==> config.mk <==
export PLATFORM = sky130hd
export DESIGN_NAME = conv_strip_scheduler
export DESIGN_NICKNAME = d
export VERILOG_FILES = /design/src/rtl/conv_strip_scheduler.sv
export SDC_FILE = /design/constraint.sdc
export NUM_CORES = 1
export LEC_CHECK = 0
export CORE_AREA = 2 2 104 207
export DETAILED_ROUTE_END_ITERATION = 10
export DIE_AREA = 0 0 106 209
export PLACE_DENSITY = 0.74
export SLEW_MARGIN = 20
export SYNTH_ARGS = -nofsm -noshare
export SYNTH_HDL_FRONTEND = slang
export SYNTH_SLANG_ARGS = --single-unit
==> constraint.sdc <==
create_clock -name clk -period 3.81 [get_ports clk]
set_clock_uncertainty 0.05 [all_clocks]
set_input_delay 0.762 -clock clk [delete_from_list [all_inputs] [get_ports clk]]
set_output_delay 0.762 -clock clk [all_outputs]
set_load 0.05 [all_outputs]
==> src/rtl/conv_strip_scheduler.sv <==
// conv_strip_scheduler: kernel load, strip launch and ordered result drain; optional watchdog via STRIP_TIMEOUT_EN
module conv_strip_scheduler #(
  parameter int NUM_STRIPS      = 8,
  parameter int STRIP_OUT_DEPTH = 5772,
  parameter int ADDR_W          = 13,
  parameter int DATA_W          = 23,
  parameter int RD_LAT          = 2,
  parameter int TIMEOUT_CYCLES  = 2000000
) (
  input  logic                         clk,
  input  logic                         reset,
  input  logic                         k_valid,
  input  logic [8:0]                   k_data,
  output logic                         k_ready,
  input  logic                         frame_start,
  output logic [80:0]                  kernel_flat,
  output logic                         kernel_read_complete,
  output logic                         strip_rst,
  output logic                         strip_start,
  input  logic [NUM_STRIPS-1:0]        strip_done,
  output logic [ADDR_W-1:0]            strip_addr,
  input  logic [NUM_STRIPS*DATA_W-1:0] strip_out_flat,
  output logic [DATA_W-1:0]            pix_data,
  output logic                         pix_valid,
  input  logic                         pix_ready,
  output logic                         pix_last,
  output logic                         frame_done,
  output logic                         busy,
  output logic                         timeout_err
);
  localparam int SW = NUM_STRIPS > 1 ? $clog2(NUM_STRIPS) : 1;
  typedef enum logic [2:0] {IDLE, CLR, LAUNCH, WAIT_DONE, RD_ISSUE, RD_WAIT, RD_PRESENT, FINISH} state_t;
  state_t                state_q;
  logic [3:0]            kidx_q;
  logic [80:0]           kernel_q;
  logic                  krc_q;
  logic [NUM_STRIPS-1:0] done_seen_q;
  logic [NUM_STRIPS-1:0] done_seen_d;
  logic [SW-1:0]         sidx_q;
  logic [ADDR_W-1:0]     addr_q;
  logic [2:0]            wait_q;
  logic [DATA_W-1:0]     pix_q;
  logic                  last_addr;
  logic                  last_strip;
  logic                  to_hit;
  assign done_seen_d          = done_seen_q | strip_done;
  assign last_addr            = addr_q == ADDR_W'(STRIP_OUT_DEPTH - 1);
  assign last_strip           = sidx_q == SW'(NUM_STRIPS - 1);
  assign k_ready              = state_q == IDLE;
  assign busy                 = state_q != IDLE;
  assign strip_rst            = reset | (state_q == CLR);
  assign strip_start          = state_q == LAUNCH;
  assign pix_valid            = state_q == RD_PRESENT;
  assign pix_last             = pix_valid & last_addr & last_strip;
  assign frame_done           = state_q == FINISH;
  assign kernel_flat          = kernel_q;
  assign kernel_read_complete = krc_q;
  assign strip_addr           = addr_q;
  assign pix_data             = pix_q;
`ifdef STRIP_TIMEOUT_EN
  localparam int TW = $clog2(TIMEOUT_CYCLES + 1);
  logic [TW-1:0] to_q;
  logic          to_err_q;
  assign to_hit      = (state_q == WAIT_DONE) && (to_q == TW'(TIMEOUT_CYCLES - 1)) && !(&done_seen_d);
  assign timeout_err = to_err_q;
  // watchdog counts WAIT_DONE cycles; error is sticky until the next frame clears it
  always_ff @(posedge clk) begin
    if (reset) begin
      to_q     <= '0;
      to_err_q <= 1'b0;
    end else begin
      to_q     <= state_q == WAIT_DONE ? to_q + 1'b1 : '0;
      to_err_q <= state_q == CLR ? 1'b0 : (to_err_q | to_hit);
    end
  end
`else
  assign to_hit      = 1'b0;
  assign timeout_err = TIMEOUT_CYCLES < 0;
`endif
  // frame controller: kernel capture in IDLE, launch, done collection and per-pixel read sequencing
  always_ff @(posedge clk) begin
    if (reset) begin
      state_q     <= IDLE;
      kidx_q      <= '0;
      kernel_q    <= '0;
      krc_q       <= 1'b0;
      done_seen_q <= '0;
      sidx_q      <= '0;
      addr_q      <= '0;
      wait_q      <= '0;
      pix_q       <= '0;
    end else begin
      case (state_q)
        IDLE: begin
          if (k_valid) begin
            kernel_q[kidx_q*9 +: 9] <= k_data;
            krc_q                   <= kidx_q == 4'd8;
            kidx_q                  <= kidx_q == 4'd8 ? 4'd0 : kidx_q + 4'd1;
          end else if (frame_start && krc_q) begin
            state_q <= CLR;
          end
        end
        CLR: state_q <= LAUNCH;
        LAUNCH: begin
          done_seen_q <= '0;
          state_q     <= WAIT_DONE;
        end
        WAIT_DONE: begin
          done_seen_q <= done_seen_d;
          if (&done_seen_d) begin
            sidx_q  <= '0;
            addr_q  <= '0;
            state_q <= RD_ISSUE;
          end else if (to_hit) begin
            state_q <= FINISH;
          end
        end
        RD_ISSUE: begin
          wait_q  <= 3'(RD_LAT);
          state_q <= RD_WAIT;
        end
        RD_WAIT: begin
          wait_q <= wait_q - 3'd1;
          if (wait_q == 3'd1) begin
            pix_q   <= strip_out_flat[sidx_q*DATA_W +: DATA_W];
            state_q <= RD_PRESENT;
          end
        end
        RD_PRESENT: begin
          if (pix_ready) begin
            if (last_addr) begin
              addr_q  <= '0;
              sidx_q  <= last_strip ? sidx_q : sidx_q + 1'b1;
              state_q <= last_strip ? FINISH : RD_ISSUE;
            end else begin
              addr_q  <= addr_q + 1'b1;
              state_q <= RD_ISSUE;
            end
          end
        end
        FINISH: state_q <= IDLE;
        default: state_q <= IDLE;
      endcase
    end
  end
endmodule

; ---- After elaboration in Yosys (flattened, before gate mapping)
; Cells that the tools add are included.
[classes]
n_shift = 3
muxes = 21
bitwise = 4
multipliers = 2
n_reduce_logical = 12
n_eq_ne = 18
add_sub_neg = 5
[ops]
columns = op, n
row1 = 184-bit by 9-bit indexed part select with 23-bit output, 1
row2 = 81-bit bitwise mux, 1
row3 = 9-bit by 34-bit variable shift with 81-bit output (first input constant), 1
row4 = 9-bit by 34-bit indexed part select with 81-bit output, 1
row5 = 13-bit two-way mux, 3
row6 = 8-bit negation with 34-bit output, 1
row7 = 3-bit two-way mux, 9
row8 = 13-bit case mux with 2 select lines, 1
row9 = 3-bit case mux with 8 select lines, 1
row10 = 8-bit case mux with 2 select lines, 1
row11 = 3-bit == test (second input constant), 5
row12 = 13-bit by 1-bit adder with 13-bit output (second input constant), 1
row13 = 13-bit == test (second input constant), 1
row14 = 3-bit case mux with 2 select lines, 2
row15 = 5-bit AND reduction, 2
row16 = 3-bit by 5-bit multiplier with 8-bit output (second input constant), 1
row17 = 4-bit by 4-bit multiplier with 8-bit output (second input constant), 1
row18 = 2-bit inequality test (second input constant), 4
row19 = 8-bit OR, 1
row20 = 8-bit AND reduction, 1
row21 = 3-bit by 1-bit == test with 1-bit output (second input constant), 2
row22 = 3-bit by 2-bit == test with 1-bit output (second input constant), 2
row23 = 2-bit by 1-bit inequality test with 1-bit output (second input constant), 3
row24 = 2-bit nonzero test, 3
row25 = 13 further kinds, 16
[word_totals]
out_inout_bits = 126
inputBits = 206
word_cells = 74
regBits = 139

; ---- Depth between registers and ports, before layout
; Gate-level depths: netlist of the first run.
[logic_depth]
ltp_word = 5
ltp_mapped = 10
ltp_nobuf = 7

; ---- Least setup slack after synthesis of the first run
; No wires, ideal clock.
[synth_timing]
path_kind = flip-flop to output port
startpoint = register state_q[1]
endpoint = output busy
path_slack_ns = 0.684
required_time_ns = 2.998
arrival_ns = 2.314
stages_incl_launch_ff = 4
path_buffers = 1
path_cell_list = dfxtp_1 > clkbuf_1 > nor3_1 > inv_1
[synth_via]
elab_chain_cells = 1
[synth_lines]
columns = element, line_no
row1 = "start, declared", 33  ; state_t state_q;
row2 = "start signal, assigned", 134  ; state_q <= last_strip ? FINISH : RD_ISSUE;
row3 = 3-bit nonzero test, 50  ; assign busy = state_q != IDLE;
row4 = "end, declared", 28  ; output logic busy,
; No other way between the ends.

; ---- Worst setup path after layout of the first run
[layout_timing]
startpoint = register state_q[1]
endpoint = output pix_valid
[layout_via]
elab_chain_cells = 1
[layout_lines]
columns = element, line_no
row1 = 3-bit == test, 53  ; assign pix_valid = state_q == RD_PRESENT;
row2 = "end, declared", 24  ; output logic pix_valid,
; No other way between the ends.

==> flow_metrics.py, run 1 <==
metrics = {
    "setup_path": {
        "crit_slowest_cell": "clkdlybuf4s50_1",
        "critPathArrivalTime_ns": 2.47,
        "startpoint": "state_q[1]",
        "required_ns": 3.00,
        "critPathLaunchType": "flop",
        "cp-end-kind": "primary output",
        "path_cells": "nand3b_1 -> inv_1 -> clkdlybuf4s50_1",
        "path_class": "flop to primary output",
        "worstPathMaxFanout": 15,
        "slowest_delay_ns": 0.86,
        "timing.rr.start": "kidx_q[0]",
    },
    "power_and_ir_drop": {
        "p_leak_nw": 3.91,
        "power_density_nw_per_um2": 399,
        "vdd_ir_drop_max_mv": 0.377,
    },
    "sta": {
        "rsz0062_at_grt": "no",
        "layout_min_cycle_time_ns": 3.28,
        "finalCritPeriodShare": 0.862,
        "hold_viol": 0,
        "clock.fmax_mhz": 305,
        "slew_headroom": 0.415,
        "setup_tns_ns": 0,
        "setup_violations": 0,
        "fin_ws_ns": 0.527,
        "hold_ws_ns": 0.410,
        "slew_viol_final": 0,
        "worst_slew_pin_slew_ns": 0.876,
    },
    "clock_network": {
        "clk_path_buf_depth": 2,
        "cts_tree": "yes",
        "cts.sinks": 139,
        "ctsHoldBuffers": 0,
        "clk_latency_ns": 0.42,
        "numCtsBuffers": 17,
        "cts_resized": 0,
        "htreeDepth": 4,
        "root_buffer": "clkbuf_16",
        "postCtsSetupBuffers": 0,
        "path_clk_slew_ns": 0.07,
    },
    "logic_synthesis": {
        "synth_area_sq_um": 7110,
        "synth_top_area_share": 0.391,
        "synth_nets": 969,
        "postSynth.asyncResetShare": 0,
        "ys_types": 58,
        "yosysTopAreaCell": "dfxtp_1",
        "ys_top_cells_by_count": "139 x dfxtp_1, 72 x nand2_1, 70 x a21oi_1",
        "synth.avg_cell_area_sq_um": 9.44,
        "synth_cells": 753,
        "post-synth-top-count-cell": "dfxtp_1",
        "netlist_top_cells_area": "dfxtp_1 39%, mux4_2 15%, mux2i_1 6.8%",
        "ys.flop_type": "dfxtp_1",
        "ys_ff_latch": 139,
        "ys_seq_area_frac": 0.391,
        "yosysWarnings": 0,
        "synth-edff-count": 0,
    },
    "run": {
        "drv_cap": 0,
    },
    "die": {
        "row_count": 75,
        "core_region_area_sq_um": 20700,
        "die_h_um": 209,
        "die_x_um": 106,
        "dieArea_sq_um": 22200,
        "start_util": 0.343,
        "io_pins": 332,
    },
    "detailed_routing": {
        "wl_per_cell_um": 18.9,
        "drtIter0Drc": 323,
        "ant_nets": 0,
        "via_per_inst": 5.38,
        "vias": 7204,
        "firstDrtPassIters": 5,
        "drc": 0,
        "routed_wl_um": 25200,
    },
    "global_route": {
        "antenna_found_initial": 0,
        "grt_pass1_wl_um": 39000,
        "grtUsageTotal": 0.224,
        "grt_use_met2": 0.386,
        "grt_util_met1": 0.265,
        "grt_max_degree": 52,
        "grt_util_met3": 0.0621,
        "grt_overflow_total": 0,
        "grt_pass1_vias": 7304,
        "top_usage_layer": "met2",
    },
    "layout": {
        "nets": 1272,
        "area_growth_pct": 58.4,
        "utilization": 0.543,
        "antenna_cells": 0,
        "regArea_sq_um": 2790,
        "multi_input_area_sq_um": 4060,
        "num-fill-cells": 1840,
        "drive_gt1_frac": 0.113,
    },
    "worst_hold_path": {
        "hold_path_class": "flop to flop",
        "min_from": "kernel_flat[59]",
    },
    "run_status": {
        "status": "complete, no violations",
    },
    "place": {
        "dp.final_hpwl_um": 19600,
        "place.gp.congestion": 0.881,
        "dpl_worst_slack_ns": 0.509,
        "port_buffers": 330,
    },
}
-- registers in the layout, indices dropped and copies added, names as in the netlist --
signal	flops
sidx_q	3
wait_q	3
strip_addr	13
kidx_q	4
kernel_read_complete	1
kernel_flat	81
state_q	3
done_seen_q	8
pix_data	23
-- logic make-up (layout without fill, tap and decap cells) --
family / after synthesis / count (layout) / share of synthesized area
muxes: 94 / 94 / 0.213
AOI/OAI and AO/OA: 176 / 176 / 0.145
DFF: 139 / 139 / 0.391
other: 1 / 1 / 0.000528
adders and majority gates: 10 / 10 / 0.0176
and+or+nand+nor: 262 / 262 / 0.190
buffers and inverters: 69 / 385 / 0.0394
xor gates and xnor gates: 2 / 2 / 0.00246
-- report_power, final --
| part | switching (mW) | internal (mW) |
|---|---|---|
| clock network | 0.682 | 1.11 |
| logic | 0.611 | 0.486 |
| registers | 0.0898 | 1.51 |
-- through the flow --
stage | power (mW) | cells | cell area (sq um)
2_1_floorplan | 2.27 | 753 | 7110
3_3_place_gp | 2.70 | 1306 | 10600
3_5_place_dp | 2.72 | 1306 | 10600
4_1_cts | 4.53 | 1338 | 11300
5_1_grt | 4.67 | 1338 | 11300
6_report | 4.49 | 1338 | 11300
-- layout make-up --
| type | instances | area share |
|---|---|---|
| Clock buffer | 18 | 0.0381 |
| Clock inverter | 14 | 0.0185 |
| Inverter | 9 | 0.00300 |
| Multi-Input combinational cell | 545 | 0.361 |
| Sequential cell | 139 | 0.248 |
| Tap cell | 269 | 0.0299 |
| Timing Repair Buffer | 344 | 0.302 |
-- critical path, delay by kind of cell, from the launching register on --
kind	cells	cell delay, ns
flops	1	0.65
simple gates	1	0.32
buf+inv	2	1.08
-- path summary, 6_finish.rpt --
check / slack [ns] / to / cells past startpoint
setup reg to reg: 0.78 / kernel_flat[55] / 7
hold / removal: 0.41 / kernel_flat[59] / 2
setup / recovery: 0.53 / pix_valid / 3
hold reg to reg: 0.41 / kernel_flat[59] / 2
-- layer usage --
metal,vias to the layer above,wire (um)
li1,3405,-
met1,3353,9630
met2,406,12500
met3,40,2350
met4,0,716
met5,-,0
-- cell usage in the layout (no fill, tap or decap), drive strengths merged, types with 4 or more instances in the layout --
cell type and count:
nand3 58, nand3b 4, inv 15, or4 5, ha 10, mux4 46
a21oi 70, a31o 14, nand2 72, and3 7, buf 16, bufinv 4
mux2i 48, nor3 20, nand2b 8, clkbuf 18, a211o 7, nand4 8
or2 4, or3 4, clkdlybuf4s50 328, o22ai 5, or4b 6, nor2 43
dfxtp 139, nor2b 5, a21o 6, nor4 5, o21ai 58
(Power assumes the default switching activity.)
==> inputs of run 2 (changes only) <==
- clock period: 3.81 -> 3.74 ns (I/O delays scaled with it)
==> run 2 against run 1 <==
  * Non-clock buffer count unchanged
  * Wire length decreased by 1.0%
  * Final cell count about the same
  * Via count increased by 0.93%
  * Largest cell class unchanged
  * Highest routed layer unchanged
==> flow_metrics.py, run 2 (same netlist as run 1, synthesis figures left out) <==
metrics = {
    "global_route": {
        "grt_pass1_wl_um": 38300,
        "grt_pass1_vias": 7124,
        "grt_max_degree": 52,
        "grtUsageTotal": 0.220,
        "grt_overflow_total": 0,
        "antenna_found_initial": 0,
    },
    "place": {
        "dp.final_hpwl_um": 19400,
        "placedCellCount": 1306,
        "port_buffers": 330,
        "place.gp.congestion": 0.874,
        "dpl_worst_slack_ns": 0.447,
        "dpl_cell_area_sq_um": 10600,
    },
    "power_and_ir_drop": {
        "p_leak_nw": 3.87,
        "seqPwrFrac": 0.378,
        "power_density_nw_per_um2": 387,
        "power.switching_mw": 1.33,
        "internal_power_mw": 2.98,
        "pwr-share-comb": 0.259,
        "pwr-share-clk": 0.362,
        "vdd_ir_drop_max_mv": 0.299,
        "switching_share": 0.309,
    },
    "setup_path": {
        "path_class": "flop to primary output",
        "path_buf_inv": 2,
        "crit_slowest_cell": "clkdlybuf4s50_1",
        "slowest_delay_ns": 0.86,
        "required_ns": 2.94,
        "r2r_slack_ns": 0.67,
        "critPathTopFamily": "buffers and inverters",
        "critPathArrivalTime_ns": 2.48,
        "critPathLaunchType": "flop",
        "path_cells": "nand3b_1 -> inv_1 -> clkdlybuf4s50_1",
        "cp-end-kind": "primary output",
        "worstPathMaxFanout": 15,
    },
    "detailed_routing": {
        "vias": 7271,
        "via_per_inst": 5.44,
        "drc": 0,
        "ant_nets": 0,
        "drtIter0Drc": 354,
        "firstDrtPassIters": 5,
        "routed_wl_um": 25000,
        "wl_per_cell_um": 18.7,
    },
    "clock_network": {
        "htreeDepth": 4,
        "path_clk_slew_ns": 0.06,
        "cts_resized": 0,
        "cts_tree": "yes",
        "postCtsSetupBuffers": 0,
        "numCtsBuffers": 17,
        "clk_path_buf_depth": 2,
        "cts.sinks": 139,
        "ctsHoldBuffers": 0,
        "root_buffer": "clkbuf_16",
        "clk_latency_ns": 0.41,
    },
    "sta": {
        "finalCritPeriodShare": 0.876,
        "clock.fmax_mhz": 305,
        "worst_slew_pin_slew_ns": 0.884,
        "setup_tns_ns": 0,
        "slew_viol_final": 0,
        "fin_ws_ns": 0.463,
        "hold_viol": 0,
        "layout_min_cycle_time_ns": 3.28,
        "setup_violations": 0,
        "rsz0062_at_grt": "no",
        "slew_headroom": 0.409,
    },
    "layout": {
        "drive_gt1_frac": 0.108,
        "largest_reg_flops": 81,
        "fin_cells": 1337,
        "antenna_cells": 0,
        "nets": 1272,
        "area_growth_pct": 57.0,
        "mostFrequentLayoutCells": "328 x clkdlybuf4s50_1, 137 x dfxtp_1, 72 x nand2_1",
        "layout_commonest_cell": "clkdlybuf4s50_1",
        "final_area_sq_um": 11200,
    },
    "die": {
        "row_count": 75,
        "die_h_um": 209,
        "dieArea_sq_um": 22200,
        "start_util": 0.343,
        "die_x_um": 106,
        "core_region_area_sq_um": 20700,
        "io_pins": 332,
    },
    "worst_hold_path": {
        "hold_path_class": "flop to flop",
    },
    "run_status": {
        "status": "complete, no violations",
    },
    "run": {
        "drv_cap": 0,
    },
}
run 2: cell count changes in the layout (fill, tap and decap cells not counted):
cell	before	now
inv_8	1	0
clkbuf_8	0	2
bufinv_16	4	1
clkinv_2	0	2
clkinvlp_4	2	1
clkbuf_1	1	6
inv_6	5	0
run 2: worst register-to-register path: stages (launching register included):
cell and delay, ns:
dfxtp_1 0.63, inv_1 0.21, ha_1 0.32, nor2b_1 0.20
a21oi_1 0.22, o22a_1 0.77, nor2_2 0.33, mux2i_1 0.20
run 2: layout make-up:
type	count	area (sq um)
inverter	9	33.8
tap	269	337
multi-input combinational	545	4060
timing repair buffer	344	3400
clock inverter	6	65.1
sequential	139	2790
fill	1829	9580
clock buffer	25	475
run 2: routing by layer:
| layer | share of wire | track usage | up-vias |
|---|---|---|---|
| met5 | 0 | 0 | - |
| met4 | 0.017 | 0.0626 | 0 |
| met3 | 0.084 | 0.0646 | 34 |
| met2 | 0.50 | 0.375 | 362 |
| met1 | 0.40 | 0.268 | 3475 |
| li1 | - | - | 3400 |
run 2: final timing paths:
check,start,end,cells past startpoint
max,state_q[1],pix_valid,3
min,kernel_flat[14],kernel_flat[14],2
max reg2reg,kidx_q[0],kernel_flat[60],7
min reg2reg,kernel_flat[14],kernel_flat[14],2
run 2: power by group through the flow:
stage          Sequential [mW]  Clock, mW  Combinational (mW)
2_1_floorplan             1.69          0               0.617
3_3_place_gp              1.66          0                1.10
3_5_place_dp              1.66          0                1.11
4_1_cts                   1.63       1.60                1.12
5_1_grt                   1.64       1.67                1.19
6_report                  1.63       1.56                1.12
run 2: metrics by stage:
stage	util	power, mW	hold WS (ns)
floorplan	-	2.31	0.387
global placement	0.512	2.75	0.392
detailed placement	0.512	2.77	0.402
CTS	0.538	4.34	0.411
global route	0.538	4.50	0.429
finish	0.538	4.32	0.406
